**config.mk**
```make
export PLATFORM = sky130hd
export DESIGN_NAME = powlib_ipsaxi_wrarb
export DESIGN_NICKNAME = d
export VERILOG_FILES = /design/src/rtl/powlib_ipsaxi_wrarb.sv
export SDC_FILE = /design/constraint.sdc
export NUM_CORES = 1
export LEC_CHECK = 0
export BUFFER_PORTS_ARGS = -buffer_cell sky130_fd_sc_hd__buf_2
export CORE_AREA = 2 2 108 110
export DETAILED_ROUTE_END_ITERATION = 16
export DIE_AREA = 0 0 110 112
export GPL_ROUTABILITY_DRIVEN = 1
export GPL_TIMING_DRIVEN = 0
export HOLD_SLACK_MARGIN = 0.15
export PLACE_DENSITY = 0.76
export SLEW_MARGIN = 30
export SYNTH_ARGS = -nofsm -noshare
export SYNTH_HDL_FRONTEND = slang
export SYNTH_SLANG_ARGS = --single-unit
```
**constraint.sdc**
```tcl
create_clock -name clk -period 3.1 [get_ports clk]
set_input_delay 0.62 -clock clk [delete_from_list [all_inputs] [get_ports clk]]
set_output_delay 0.62 -clock clk [all_outputs]
set_load 0.02 [all_outputs]
```
**src/rtl/powlib_ipsaxi_wrarb.sv**
```systemverilog
// N-to-1 AXI write-channel arbiter: round-robin on AW, W locked to the granted
// master until wlast, B routed back by the master index carried in the upper ID bits.
module powlib_ipsaxi_wrarb #(
  parameter int NM    = 2,
  parameter int SELW  = 2,
  parameter int IDW   = 1,
  parameter int B_BPD = 4,
  parameter int B_AW  = 8*B_BPD
) (
  input  logic                   clk,
  input  logic                   rst,
  input  logic [NM*IDW-1:0]      s_awid,
  input  logic [NM*B_AW-1:0]     s_awaddr,
  input  logic [NM*8-1:0]        s_awlen,
  input  logic [NM*3-1:0]        s_awsize,
  input  logic [NM*2-1:0]        s_awburst,
  input  logic [NM-1:0]          s_awvalid,
  output logic [NM-1:0]          s_awready,
  input  logic [NM*8*B_BPD-1:0]  s_wdata,
  input  logic [NM*B_BPD-1:0]    s_wstrb,
  input  logic [NM-1:0]          s_wlast,
  input  logic [NM-1:0]          s_wvalid,
  output logic [NM-1:0]          s_wready,
  output logic [IDW-1:0]         s_bid,
  output logic [1:0]             s_bresp,
  output logic [NM-1:0]          s_bvalid,
  input  logic [NM-1:0]          s_bready,
  output logic [SELW+IDW-1:0]    m_awid,
  output logic [B_AW-1:0]        m_awaddr,
  output logic [7:0]             m_awlen,
  output logic [2:0]             m_awsize,
  output logic [1:0]             m_awburst,
  output logic                   m_awvalid,
  input  logic                   m_awready,
  output logic [8*B_BPD-1:0]     m_wdata,
  output logic [B_BPD-1:0]       m_wstrb,
  output logic                   m_wlast,
  output logic                   m_wvalid,
  input  logic                   m_wready,
  input  logic [SELW+IDW-1:0]    m_bid,
  input  logic [1:0]             m_bresp,
  input  logic                   m_bvalid,
  output logic                   m_bready,
  output logic                   err
);
  localparam int B_DW  = 8*B_BPD;
  localparam int B_BEW = B_BPD;
  localparam int NS    = 1 << SELW;

  typedef enum logic [1:0] {ST_IDLE, ST_ADDR, ST_DATA} state_t;

  state_t              r_state, w_state_nxt;
  logic [SELW-1:0]     r_rr, r_grant;
  logic [SELW+IDW-1:0] r_awid;
  logic [B_AW-1:0]     r_awaddr;
  logic [7:0]          r_awlen;
  logic [2:0]          r_awsize;
  logic [1:0]          r_awburst;

  // Per-master bit vectors widened to the full index space so SELW-bit
  // indices select them without width mismatch.
  logic [NS-1:0]       w_awv_ext, w_wv_ext, w_wlast_ext, w_bready_ext;
  logic [NS-1:0]       w_awr_ext, w_wr_ext, w_bv_ext;
  logic [SELW:0]       w_sum;
  logic [SELW-1:0]     w_idx, w_winner, w_bsel;
  logic                w_found, w_bok, w_wlast_hs;

  assign w_awv_ext    = NS'(s_awvalid);
  assign w_wv_ext     = NS'(s_wvalid);
  assign w_wlast_ext  = NS'(s_wlast);
  assign w_bready_ext = NS'(s_bready);

  always_comb begin : arb
    w_found  = 1'b0;
    w_winner = '0;
    w_sum    = '0;
    w_idx    = '0;
    for (int unsigned i = 0; i < NM; i++) begin
      w_sum = {1'b0, r_rr} + (SELW+1)'(i);
      if (w_sum >= (SELW+1)'(NM)) w_sum = w_sum - (SELW+1)'(NM);
      w_idx = w_sum[SELW-1:0];
      if (!w_found && w_awv_ext[w_idx]) begin
        w_found  = 1'b1;
        w_winner = w_idx;
      end
    end
  end

  always_comb begin : fsm
    w_state_nxt = r_state;
    w_awr_ext   = '0;
    w_wr_ext    = '0;
    m_awvalid   = 1'b0;
    m_wvalid    = 1'b0;
    m_wdata     = s_wdata[r_grant*B_DW +: B_DW];
    m_wstrb     = s_wstrb[r_grant*B_BEW +: B_BEW];
    m_wlast     = w_wlast_ext[r_grant];
    w_wlast_hs  = 1'b0;
    if (!rst) begin
      unique case (r_state)
        ST_IDLE: if (w_found) begin
          w_awr_ext[w_winner] = 1'b1;
          w_state_nxt         = ST_ADDR;
        end
        ST_ADDR: begin
          m_awvalid = 1'b1;
          if (m_awready) w_state_nxt = ST_DATA;
        end
        ST_DATA: begin
          m_wvalid          = w_wv_ext[r_grant];
          w_wr_ext[r_grant] = m_wready;
          w_wlast_hs        = m_wvalid && m_wready && m_wlast;
          if (w_wlast_hs) w_state_nxt = ST_IDLE;
        end
        default: w_state_nxt = ST_IDLE;
      endcase
    end
  end

  assign s_awready = w_awr_ext[NM-1:0];
  assign s_wready  = w_wr_ext[NM-1:0];

  always_ff @(posedge clk) begin
    if (rst) begin
      r_state   <= ST_IDLE;
      r_rr      <= '0;
      r_grant   <= '0;
      r_awid    <= '0;
      r_awaddr  <= '0;
      r_awlen   <= '0;
      r_awsize  <= '0;
      r_awburst <= '0;
    end else begin
      r_state <= w_state_nxt;
      if (r_state == ST_IDLE && w_found) begin
        r_grant   <= w_winner;
        r_awid    <= {w_winner, s_awid[w_winner*IDW +: IDW]};
        r_awaddr  <= s_awaddr[w_winner*B_AW +: B_AW];
        r_awlen   <= s_awlen[w_winner*8 +: 8];
        r_awsize  <= s_awsize[w_winner*3 +: 3];
        r_awburst <= s_awburst[w_winner*2 +: 2];
      end
      if (w_wlast_hs)
        r_rr <= (r_grant == SELW'(NM-1)) ? '0 : r_grant + SELW'(1);
    end
  end

  assign m_awid    = r_awid;
  assign m_awaddr  = r_awaddr;
  assign m_awlen   = r_awlen;
  assign m_awsize  = r_awsize;
  assign m_awburst = r_awburst;

  // Responses carrying an index with no master behind it are swallowed.
  assign w_bsel = m_bid[IDW +: SELW];
  assign w_bok  = ({1'b0, w_bsel} < (SELW+1)'(NM));

  always_comb begin : bpath
    w_bv_ext = '0;
    m_bready = 1'b0;
    err      = 1'b0;
    if (!rst) begin
      if (w_bok) begin
        w_bv_ext[w_bsel] = m_bvalid;
        m_bready         = w_bready_ext[w_bsel];
      end else begin
        m_bready = 1'b1;
        err      = m_bvalid;
      end
    end
  end

  assign s_bvalid = w_bv_ext[NM-1:0];
  assign s_bid    = m_bid[IDW-1:0];
  assign s_bresp  = m_bresp;
endmodule

```
==> flow_summary.ini, run 1 <==
[logic_synthesis]
yosysTopAreaCell = dfxtp_1
seq_area_frac_synth_pct = 29.9
synthTopCellsByArea = dfxtp_1 30%, nand4_1 17%, mux2i_1 11%
synth.most_common_cell = nand4_1
synth_seq_cells = 52
synth-main-ff-cell = dfxtp_1
yosysWarnings = 0
syn_nets = 593
synth_edf_count = 0
ys_async_sr_fraction_pct = 0
synthCells = 411
postSynthAreaPerCell_sq_um = 8.46
syn_area_sq_um = 3480
synth_top_area_share_pct = 29.9
yosys-top-cells-count = 92 x nand4_1, 52 x dfxtp_1, 46 x a31oi_1
ys_types = 32

[worst_setup_path]
crit_required_ps = 2480
path_buf_inv = 3
r2r-start = r_rr[0]$_SDFFE_PP0P_
crit_type = reg2out
cpLargestDelayFamily = buffers and inverters
critical_path.cell_chain = clkbuf_1 > clkbuf_1 > nor2_1 > buf_2
rrSetupSlack_ps = 1600
cp_slowest_stage_delay_ps = 420
crit_path_start = r_grant[1]$_SDFFE_PP0P_
arrival_ps = 1810
path_common_cell = clkbuf_1
slowest_stage = clkbuf_1
worstPathMaxFanout = 10
end_kind = output port
startpoint_type = flip-flop

[power]
irDropWorstVdd_mv = 0.225
power_density_nw_per_um2 = 438
total_power_mw = 2.27
power.leakage_nw = 2.43

[timing]
slew_violations = 0
setup_ws_ps = 666
hold_viol_final = 0
max_freq_mhz = 411
period_minus_slack_ps = 2430
fin_crit_sh_pct = 78.5
rsz0062_at_grt = no
maxSlewHeadroom_pct = 59.5
worstMarginPinSlew_ps = 607
fin_skew_ps = 6.71
fin_setup_tns_ps = 0
setup_viol = 0

[routing]
firstDrtPassIters = 6
drc = 0
vias = 4612
vias_per_cell = 5.51
wl_per_cell_um = 17.3
drt_iter0_markers = 369
routed_wl_mm = 14.5
drtAntennaViolNets = 0

[clock_network]
cts_max_level = 2
cts.repair.resized = 0
hold_buffers = 0
cts_setup_buffers = 0
cts_made_buffers = 5
clkSinkCount = 52
clk_latency_ps = 290
root_buffer = clkbuf_16
cts_buffer_depth = 2
cts_tree = built
path_clk_slew_ps = 70

[finish]
final_util_pct = 46.4
drive_above_1_share_pct = 49.9
final_nets = 876
final_cells = 837
syn2layout_area_growth_pct = 49.1
num_antenna_cells = 0
n_fill_cell = 1157

[global_route]
grt_usage_pct = 21.7
grt_pass1_wl_mm = 21.2
grt_pass1_vias = 4226
grt_max_degree = 16
gr-total-overflow = 0
grt_antenna_before_repair = 0

[placement]
port_buffers = 276
place_congestion = 0.835
dp_cells = 830
preCtsSetupSlack_ps = 757
dp_hpwl_mm = 11.3

[die]
die_w_um = 110
num_io_pins = 280
die_area_sq_um = 12300
core-area_sq_um = 11200
row_count = 39
die_h_um = 112
start_util_pct = 31.1

[outcome]
status = complete, no violations

[run]
cap_violations = 0

[worst_hold_path]
hp-class = reg2reg
min-delay-start = m_awaddr[25]$_SDFFE_PP0P_
metrics by stage:
step           hold slack (ps)  area [sq um]
2_1_floorplan              463          3480
3_3_place_gp               467          5040
3_5_place_dp               474          5040
4_1_cts                    484          5180
5_1_grt                    497          5180
6_report                   481          5180
area by class of cell:
class | count | area (sq um) | area share (%)
buffer | 63 | 355 | 6.85
clock buffer | 6 | 139 | 2.68
clock inverter | 1 | 8.76 | 0.169
inverter | 2 | 7.51 | 0.145
multi-input combinational | 294 | 2070 | 40.0
sequential | 52 | 1040 | 20.1
tap | 143 | 179 | 3.45
timing repair buffer | 276 | 1380 | 26.6
worst min-delay path, cell delays in order (launching register included):
cell	delay, ps
dfxtp_1	320
o31ai_2	50
a31oi_1	60
power breakdown:
part           internal, mW  switching, mW
clock                 0.319          0.256
combinational         0.360          0.565
sequential            0.734         0.0387
registers in the layout, summed over array words and instances, names as in the netlist:
signal and cells:
m_awlen 8, r_rr 2, m_awsize 3, m_awburst 2, r_state 2, r_grant 2, m_awaddr 32, m_awid 1
placed cells by master, fill, tap and decap left out, types with 2 or more instances in the layout:
cell type / synthesis / final
dfxtp_1: 52 / 52
a31oi_1: 46 / 46
nand3_1: 2 / 2
mux2i_1: 39 / 39
o31ai_2: 20 / 20
buf_1: 4 / 4
buf_6: 9 / 9
clkbuf_16: 0 / 5
buf_4: 5 / 5
a21oi_1: 2 / 2
nor2_1: 42 / 42
clkbuf_1: 19 / 19
a211oi_2: 2 / 2
buf_2: 26 / 302
o31ai_1: 26 / 26
nor3_1: 3 / 3
inv_1: 2 / 2
and3b_1: 3 / 3
nand2b_1: 4 / 4
nand4_1: 92 / 92
metal layers:
layer | up-vias | track usage, % | wire length [um]
li1 | 2183 | - | -
met1 | 2117 | 26.7 | 5820
met2 | 280 | 38.5 | 7120
met3 | 32 | 3.75 | 1240
met4 | 0 | 5.49 | 295
met5 | - | 0 | 0
final timing paths:
| kind | to | cells past startpoint |
|---|---|---|
| hold / removal | m_awaddr[25]$_SDFFE_PP0P_ | 2 |
| setup / recovery | m_wdata[24] | 4 |
| hold reg to reg | m_awaddr[25]$_SDFFE_PP0P_ | 2 |
| setup reg to reg | m_awsize[2]$_SDFFE_PP0P_ | 5 |
logic make-up after synthesis:
logic type             Yosys count  synth area share (%)
AND/OR/NAND/NOR                154                  25.2
AO/OA/AOI/OAI                  101                  23.2
buffers and inverters           65                  10.4
flip-flops                      52                  29.9
multiplexers                    39                  11.2
Note: power is estimated with default switching activity, not from simulation.
==> run 2, diff against run 1 <==
--- a/config.mk
+++ b/config.mk
@@ -5,10 +5,11 @@
 export SDC_FILE = /design/constraint.sdc
 export NUM_CORES = 1
 export LEC_CHECK = 0
+export ABC_AREA = 1
 export BUFFER_PORTS_ARGS = -buffer_cell sky130_fd_sc_hd__buf_2
-export CORE_AREA = 2 2 108 110
+export CORE_AREA = 2 2 107 109
 export DETAILED_ROUTE_END_ITERATION = 16
-export DIE_AREA = 0 0 110 112
+export DIE_AREA = 0 0 109 111
 export GPL_ROUTABILITY_DRIVEN = 1
 export GPL_TIMING_DRIVEN = 0
 export HOLD_SLACK_MARGIN = 0.15
==> constraint.sdc (replaced) <==
create_clock -name clk -period 2 [get_ports clk]
set_input_delay 0.4 -clock clk [delete_from_list [all_inputs] [get_ports clk]]
set_output_delay 0.4 -clock clk [all_outputs]
set_load 0.02 [all_outputs]
==> run 2 against run 1 <==
Against the previous run: combinational power rose by 46%; wire length fell by 19%; register-to-register slack worse by 1100 ps; die area down 1.8%; count of clock-buffer cells in the layout unchanged; first-iteration DRC count down 44%; global-route usage fell by 3.1 points; sequential share of layout area rose by 1.5 points; sequential cell count stayed put; largest cell class unchanged.
==> flow_summary.ini, run 2 <==
[power]
power.leakage_nw = 2.87
p_clk_share_pct = 27.8
p_switching_mw = 1.26
sequentialPowerShare_pct = 33.9
irDropWorstVdd_mv = 0.437
swShare_pct = 35.9
power_density_nw_per_um2 = 727
internal_power_mw = 2.25
combPwrFrac_pct = 38.4

[logic_synthesis]
postSynthAreaPerCell_sq_um = 5.76
yosysTopAreaCell = nand2_1
yosysWarnings = 0
syn_area_sq_um = 3070
ys_types = 21
synthTopCellsByArea = nand2_1 39%, dfxtp_1 34%, a21oi_1 8.0%
yosys-top-cells-count = 320 x nand2_1, 52 x dfxtp_1, 49 x a21oi_1
seq_area_frac_synth_pct = 33.9
synth-main-ff-cell = dfxtp_1
synth.most_common_cell = nand2_1
synth_edf_count = 0
synth_top_area_share_pct = 39.1
syn_nets = 715
ys_async_sr_fraction_pct = 0
synth_seq_cells = 52
synthCells = 533

[finish]
syn2layout_area_growth_pct = 57.4
num_antenna_cells = 0
final_cell_mix = 320 x nand2_1, 283 x buf_2, 51 x dfxtp_1
n_fill_cell = 1202
seqCellArea_sq_um = 1040
largest_register_ffs = 32
drive_above_1_share_pct = 39.7
layout_commonest_cell = nand2_1
final_nets = 997
multiInputGateArea_sq_um = 1770
final_cells = 959

[worst_setup_path]
crit_type = reg2out
slowest_stage = dfxtp_1
crit_required_ps = 1600
end_kind = output port
cp_slowest_stage_delay_ps = 360
arrival_ps = 1490
path_buf_inv = 4
path_depth = 6
worstPathMaxFanout = 10
critical_path.cell_chain = inv_1 > buf_6 > clkbuf_4 > nand3_1 > nand2_1 > buf_2
reg2reg_depth = 7
startpoint_type = flip-flop
cpLargestDelayFamily = buffers and inverters

[global_route]
grt_antenna_before_repair = 0
grt_max_degree = 17
grt_usage_pct = 18.6
grt_pass1_vias = 3912
gr-total-overflow = 0
grt_pass1_wl_mm = 18.1

[timing]
max_freq_mhz = 528
worstMarginPinSlew_ps = 537
period_minus_slack_ps = 1890
hold_viol_final = 0
fin_setup_tns_ps = 0
setup_ws_ps = 107
setup_viol = 0
fin_skew_ps = 6.38
maxSlewHeadroom_pct = 64.2
hold_slack_ps = 325
slew_violations = 0
fin_crit_sh_pct = 94.7

[placement]
preCtsSetupSlack_ps = 39.1
dp_hpwl_mm = 9.46
dp_cells = 951
port_buffers = 275
place_congestion = 0.809

[die]
core-area_sq_um = 11100
num_io_pins = 280
start_util_pct = 27.7
die_area_sq_um = 12100
die_h_um = 111
row_count = 39
die_w_um = 109

[clock_network]
cts_max_level = 2
cts_tree = built
root_buffer = clkbuf_16
cts_buffer_depth = 2
cts_made_buffers = 5
clkSinkCount = 52
clk_latency_ps = 290
path_clk_slew_ps = 70

[routing]
vias_per_cell = 4.40
routed_wl_mm = 11.7
drtAntennaViolNets = 0
drt_iter0_markers = 207
firstDrtPassIters = 4
vias = 4216
wl_per_cell_um = 12.2
drc = 0

[worst_hold_path]
min_path_cells = 2
hp-class = in2reg

[run]
cap_violations = 0

[outcome]
status = complete, no violations
run 2: cell types whose count changed after synthesis, sizes merged, moves of 6 or more:
cell,previous run,this run
a21oi,2,50
a31oi,46,0
buf,44,27
clkbuf,19,13
inv,2,10
mux2i,39,0
nand2,0,320
nand3,2,41
nand4,92,0
nor2,42,10
o31ai,46,0
run 2: worst paths after layout:
check	startpoint	end	slack [ps]
setup / recovery	r_grant[1]$_SDFFE_PP0P_	m_wdata[9]	110
hold / removal	m_awready	r_state[0]$_SDFFE_PP0P_	320
hold reg to reg	r_rr[1]$_SDFFE_PP0P_	r_rr[1]$_SDFFE_PP0P_	450
setup reg to reg	r_rr[0]$_SDFFE_PP0P_	m_awsize[2]$_SDFFE_PP0P_	540
run 2: layout make-up:
class                           count  area share [%]
Buffer                             40            5.33
Clock buffer                        6            2.67
Clock inverter                      2           0.803
Inverter                           10           0.777
Multi-Input combinational cell    431            36.6
Sequential cell                    52            21.6
Tap cell                          143            3.70
Timing Repair Buffer              275            28.5
run 2: metrics by stage:
step	total power, mW	instance area [sq um]	utilization, %
after floorplan	2.03	3070	-
after global placement	2.54	4620	41.7
after detailed placement	2.56	4620	41.7
after CTS	3.56	4820	43.5
after global routing	3.74	4830	43.6
final	3.51	4830	43.6
run 2: worst reg2reg max path: stages (launching register included):
cell and delay (ps):
dfxtp_1 380, o21ai_2 100, inv_2 160, clkbuf_1 410, nand2_1 110, nand2_1 80, nand2_1 50, a21oi_1 110
run 2: what timing repair did:
item	4_1_cts	5_1_grt
cloned	0	0
setup endpoints to repair	30	35
setup buffers	0	0
resized for setup	14	13
pin swaps	0	1
hold buffers	0	0
run 2: per-layer routing:
metal | vias to the layer above | GRT usage, % | routed length (um)
met5 | - | 0 | 0
li1 | 2221 | - | -
met3 | 14 | 3.70 | 931
met1 | 1806 | 21.4 | 4730
met4 | 0 | 4.36 | 157
met2 | 175 | 34.5 | 5860
run 2: cell families after synthesis:
family	synth area share [%]
DFF	33.9
and+or+nand+nor	48.3
buffers and inverters	8.44
AOI/OAI and AO/OA	9.29
run 2: power groups by stage:
stage	combinational, mW	clock [mW]	sequential (mW)
4_1_cts	1.36	1.01	1.19
3_5_place_dp	1.34	0	1.21
3_3_place_gp	1.34	0	1.21
5_1_grt	1.50	1.05	1.20
6_report	1.35	0.976	1.19
2_1_floorplan	0.699	0	1.33
